### src/rtl/instruction_fetch.sv
// instruction_fetch: fetch/issue sequencer between instruction memory and decode.
// Fetches the word at pc using a req/ack handshake, then holds it for decode
// under valid/ready. On accept it resolves the next pc from the decoder's
// control-flow inputs. A misaligned target sets a sticky fault and parks the
// block in HALT until reset.
module instruction_fetch #(
    parameter int                     PC_WIDTH = 32,
    parameter logic [PC_WIDTH-1:0]    RESET_PC = '0
) (
    input  logic                clk,
    input  logic                reset,
    // instruction memory
    output logic                imem_req,
    output logic [PC_WIDTH-1:0] imem_addr,
    input  logic                imem_ack,
    input  logic [31:0]         imem_rdata,
    // decode handshake
    output logic                instr_valid,
    input  logic                instr_ready,
    output logic [31:0]         instr,
    output logic [5:0]          opcode,
    output logic [5:0]          funct,
    // resolved control flow from decode/execute
    input  logic                jump,
    input  logic                jump_link,
    input  logic                jump_reg,
    input  logic                branch_eq,
    input  logic                branch_ne,
    input  logic                zero,
    input  logic [31:0]         rs_data,
    // program counter
    output logic [PC_WIDTH-1:0] pc,
    output logic [PC_WIDTH-1:0] pc_plus4,
    output logic                fault
);

    typedef enum logic [1:0] {
        IDLE  = 2'd0,
        FETCH = 2'd1,
        ISSUE = 2'd2,
        HALT  = 2'd3
    } state_t;

    // Low 28 bits of the pc are replaced by a J/JAL target; upper bits come
    // from pc_plus4 so the jump stays inside the current 256 MB region.
    localparam logic [PC_WIDTH-1:0] JMASK = PC_WIDTH'(32'h0FFF_FFFF);

    state_t              state_q, state_d;
    logic [PC_WIDTH-1:0] next_pc;
    logic [PC_WIDTH-1:0] jump_tgt;
    logic [PC_WIDTH-1:0] branch_off;
    logic                branch_taken;
    logic                misaligned;
    logic                instr_load;
    logic                pc_load;
    logic                fault_set;

    // jump_link only tells decode to write pc_plus4; nothing here depends on it
    logic                unused_jump_link;
    assign unused_jump_link = jump_link;

    assign imem_addr = pc;
    assign opcode    = instr[31:26];
    assign funct     = instr[5:0];
    assign pc_plus4  = pc + PC_WIDTH'(4);

    assign jump_tgt     = (pc_plus4 & ~JMASK) | PC_WIDTH'({instr[25:0], 2'b00});
    assign branch_off   = {{(PC_WIDTH-18){instr[15]}}, instr[15:0], 2'b00};
    assign branch_taken = (branch_eq && zero) || (branch_ne && !zero);

    // Next-pc select; jump_reg outranks jump, which outranks a taken branch.
    always_comb begin
        next_pc = pc_plus4;
        if (jump_reg)
            next_pc = PC_WIDTH'(rs_data);
        else if (jump)
            next_pc = jump_tgt;
        else if (branch_taken)
            next_pc = pc_plus4 + branch_off;
    end

    assign misaligned = (next_pc[1:0] != 2'b00);

    // State register; reset also kills any outstanding request immediately.
    always_ff @(posedge clk or posedge reset) begin
        if (reset)
            state_q <= IDLE;
        else
            state_q <= state_d;
    end

    // Next state and handshake outputs; control inputs matter only on accept.
    always_comb begin
        state_d     = state_q;
        imem_req    = 1'b0;
        instr_valid = 1'b0;
        instr_load  = 1'b0;
        pc_load     = 1'b0;
        fault_set   = 1'b0;
        case (state_q)
            IDLE: begin
                state_d = FETCH;
            end
            FETCH: begin
                imem_req = 1'b1;
                if (imem_ack) begin
                    instr_load = 1'b1;
                    state_d    = ISSUE;
                end
            end
            ISSUE: begin
                instr_valid = 1'b1;
                if (instr_ready) begin
                    if (misaligned) begin
                        fault_set = 1'b1;
                        state_d   = HALT;
                    end else begin
                        pc_load = 1'b1;
                        state_d = FETCH;
                    end
                end
            end
            HALT: begin
                state_d = HALT;
            end
            default: begin
                state_d = IDLE;
            end
        endcase
    end

    // Datapath registers: pc advances only on accept, and holds on a fault
    // so it still points at the offending instruction.
    always_ff @(posedge clk or posedge reset) begin
        if (reset) begin
            pc    <= RESET_PC;
            instr <= '0;
            fault <= 1'b0;
        end else begin
            if (instr_load)
                instr <= imem_rdata;
            if (pc_load)
                pc <= next_pc;
            if (fault_set)
                fault <= 1'b1;
        end
    end

endmodule

### config.mk
export PLATFORM = sky130hd
export DESIGN_NAME = instruction_fetch
export DESIGN_NICKNAME = d
export VERILOG_FILES = /design/src/rtl/instruction_fetch.sv
export SDC_FILE = /design/constraint.sdc
export NUM_CORES = 1
export LEC_CHECK = 0
export ABC_CLOCK_PERIOD_IN_PS = 3700
export CAP_MARGIN = 10
export CORE_ASPECT_RATIO = 1.75
export CORE_MARGIN = 4
export CORE_UTILIZATION = 41
export CTS_CLUSTER_DIAMETER = 50
export DETAILED_ROUTE_END_ITERATION = 16
export PLACE_DENSITY = 0.79
export SLEW_MARGIN = 15
export SYNTH_ARGS = -nofsm -noshare
export SYNTH_HDL_FRONTEND = slang
export SYNTH_SLANG_ARGS = --single-unit
### constraint.sdc
create_clock -name clk -period 3.7 [get_ports clk]
set_input_delay 0.37 -clock clk [delete_from_list [all_inputs] [get_ports clk]]
set_output_delay 0.37 -clock clk [all_outputs]
set_load 0.05 [all_outputs]
==> summary by stage <==
Status
The run finished with clean final reports.

Logic synthesis
The number of unique standard cell types used by synthesis is 77. Of all cell types, the one taking the most synthesized area is dfrtp_1. In this run the cell area of the synthesized design comes to between 5000 and 6000 sq um.

The Yosys step of the flow raised 0 warnings. After technology mapping, the gate count stands at around 660. The area share of the largest cell type after synthesis is 28.8%. For this run, asynchronously set or reset flops after synthesis account for 100%. When the netlist entered floorplanning its net count stood at 767. The number of flip-flops and latches in the synthesized netlist is 67. The commonest cells after synthesis are dfrtp_1, nand2_1, buf_4.

The number of synthesized flops with an enable pin is 0. The most used flip-flop cell after synthesis is dfrtp_1. A synthesized cell averages 8.87 sq um. Among all cell types in the netlist, the one instantiated most often is dfrtp_1. The post-synthesis sequential area ratio is a little under 30%. After synthesis, the cell types taking the most area are dfrtp_1, ha_1, mux2_2.

Global routing
The total routing resource utilization after global routing is around 28%. The initial antenna violation count is 0. The total congestion overflow after global routing is 0. Entering global routing, the biggest net connects 68 pins. The via count of the first global-routing pass is around 6.6k. The first global-routing pass estimated around 35,000 microns of wire.

Route
The detailed router finished its first iteration with 418 violations. The overall via count from detail_route is ~6.3k. The via-per-instance ratio is between 5 and 6. The DRC violations left is 0.

The count of antenna-violating nets left after detailed routing is 0. The final wirelength is approximately 23,000 microns. The first-pass detailed-route iteration total is 5. The wire length per cell after detailed routing is approximately 21 microns.

STA
The relative max-transition margin is 38.6%. Setup repair after global routing could not meet its margin everywhere. The smallest clock period supported by the final layout is computed as between 3 and 4 ns.

The final worst clock skew is 0.00970 ns. The summed negative setup slack over all endpoints is 0 ns. The number of endpoints with negative hold slack in the final report came to 0. The achievable clock frequency is roughly 0.27 GHz. Setup slack on the critical path of the routed design comes to ~0.026 ns. At the pin with the least slew margin, the transition time is approximately 0.92 ns. The count of final setup violators is 0. Hold timing on the final database bottoms out at a slack of ~0.47 ns. The number of pins exceeding their max-slew limit in the final report is 0.

After layout, the worst path uses 99.3% of the clock period.

Place
Routability-driven placement finished with a final weighted congestion of ~0.91. After legalization and detailed placement, the total HPWL measured between 15,000 and 20,000 microns. Timing analysis after detailed placement gives a worst setup slack of -0.107 ns. During placement, the flow inserted port buffers numbering between 200 and 250.

Clock tree
The number of clock sinks is 67. The clock tree root buffer cell is clkbuf_16. The number of buffers created by CTS is 9. The TritonCTS clock tree is yes. The longest clock path from root to sink contains 2 buffers.

The latest clock arrival within the worst-skew pair is 0.34 ns. CTS built an H-tree with a depth of 3. The quantity of hold-fixing buffers added after cts is 0. Clock-pin slew was measured on the worst setup and hold paths at around 0.060 ns.

Critical path
The worst setup path is launched from a register. The endpoint type of the worst setup path is a register. Of all nets on the critical path, the largest fanout is 4.

The signal arrival time at the worst endpoint is around 3.9 ns. The worst register-to-register path has a depth of 14. The startpoint identified for the worst register-to-register timing path is imem_addr[5].

The endpoint identified for the worst register-to-register timing path is imem_addr[31]. The critical path required time is a little under 4 ns. In this run the register-to-register setup slack is 0.03 ns. The kind of critical path is reg2reg.

Floorplanning
The width of the chip is 98.0 microns. The chip height is 166 microns. The number of cell rows is between 50 and 60. The total core area is 13,900 sq um. The die covers roughly 16,000 sq um.

roughly 220 I/O pins were placed. The effective utilization at floorplan is 41.8%.

Layout
Of the cells placed in the final design, the portion with a size suffix greater than 1 is between 20 and 30%. The antenna diode instance count is 0. The final standard cell utilization of the core is around two thirds. Compared with the post-synthesis result, the final layout area differs by 60.6%. Fill cells in the final layout number ~1.1k. The post-layout net count is 1,026.

Power
Dividing total power by cell area gives a power density of approximately 700 nW/um^2. The worst-case IR drop observed on VDD is between 400 and 500 uV. For this design the static power due to leakage is between 4 and 5 nW.

Worst hold path
The path with the worst hold slack has its endpoint at fault. Counting instances, the worst hold path has a depth of 1. The startpoint identified for the worst hold timing path is fault. The class of the worst hold path is reg2reg.

Job
Max-cap violations in this run came to 0.
-- cells in the final DEF (no fill, tap or decap), types with 6 or more instances in the layout --
master           instances
o21a_1                   7
clkdlybuf4s50_1        215
nor3_1                   6
dfrtp_1                 50
a21o_1                  16
ha_1                    31
o211ai_1                 9
mux2_2                  33
inv_1                    9
o21ai_0                 28
xnor2_2                  8
nor2_1                  35
o31ai_1                  6
o221ai_1                 6
buf_4                  103
dfrtp_2                 17
and3_1                  17
a21oi_1                 45
nand3_1                 16
clkbuf_16                9
xnor2_4                  6
nand2_1                 52
o22ai_1                  6
and2_1                   6
xor2_1                  11
xnor2_1                 13
-- layer usage --
layer,part of all wire [%],global-route usage [%],vias to the layer above
li1,-,-,2908
met4,4.5,12.3,0
met5,0,0,-
met3,5.1,3.61,63
met2,54,51.7,246
met1,36,30.9,3113
-- cells by family after synthesis --
kind of cell               Yosys count  synth area share (%)
and+or+nand+nor                    193                  17.0
xor gates and xnor gates            44                  6.63
buffers and inverters               83                  8.93
AOI/OAI and AO/OA                  193                  23.1
adders and majority gates           37                  8.09
DFF                                 67                  28.8
muxes                               39                  7.42
-- critical path, stage by stage, from the launching register on --
cell and delay [ns]:
dfrtp_2 0.36, and3_4 0.18, and4_4 0.28, buf_4 0.13, nand4_1 0.21, xnor2_4 0.21, ha_1 0.25, a2111oi_4 0.27
o21ai_1 0.14, a221o_1 0.37, o21ai_4 0.19, a211oi_2 0.10, or4_4 0.49, and4_4 0.21, o31ai_2 0.20
-- final cells by class --
type / instances / area [sq um] / area share (%)
clock buffer: 11 / 253 / 2.71
timing repair buffer: 319 / 2940 / 31.4
multi-input combinational: 506 / 4130 / 44.2
sequential: 67 / 1700 / 18.2
clock inverter: 5 / 60.1 / 0.643
tap: 177 / 221 / 2.37
inverter: 12 / 45.0 / 0.482
-- repair_timing --
| action | 4_1_cts | 5_1_grt |
|---|---|---|
| setup buffers | 0 | 1 |
| pin swaps | 3 | 5 |
| resized for setup | 5 | 19 |
| endpoints found under the setup margin | 3 | 8 |
-- per-stage QoR --
| step | instance area [sq um] | std cells | total power, W |
|---|---|---|---|
| after floorplan | 6230 | 656 | 0.00402 |
| after global placement | 8920 | 1080 | 0.00545 |
| after detailed placement | 8920 | 1080 | 0.00551 |
| after CTS | 9240 | 1096 | 0.00645 |
| after global routing | 9340 | 1097 | 0.00682 |
| final | 9340 | 1097 | 0.00651 |
-- worst max path at each step --
| stage | endpoint | from | cells past startpoint |
|---|---|---|---|
| 2_1_floorplan | imem_addr[31] | imem_addr[8] | 15 |
| 3_3_place_gp | imem_addr[31] | imem_addr[6] | 14 |
| 3_5_place_dp | imem_addr[31] | imem_addr[5] | 14 |
| 4_1_cts | imem_addr[31] | imem_addr[6] | 15 |
| 5_1_grt | imem_addr[31] | imem_addr[6] | 16 |
| 6_report | imem_addr[31] | imem_addr[5] | 14 |
-- state kept, by name (all words and copies together), names as in the netlist --
name,flops
fault,1
imem_addr,32
instr,32
state_q,2
-- power by group --
group	internal, W	total (W)	switching (W)
clock	0.000561	0.000904	0.000343
sequential	0.000909	0.00114	0.000227
combinational	0.00177	0.00447	0.00269
Note: power is estimated with default switching activity, not from simulation.
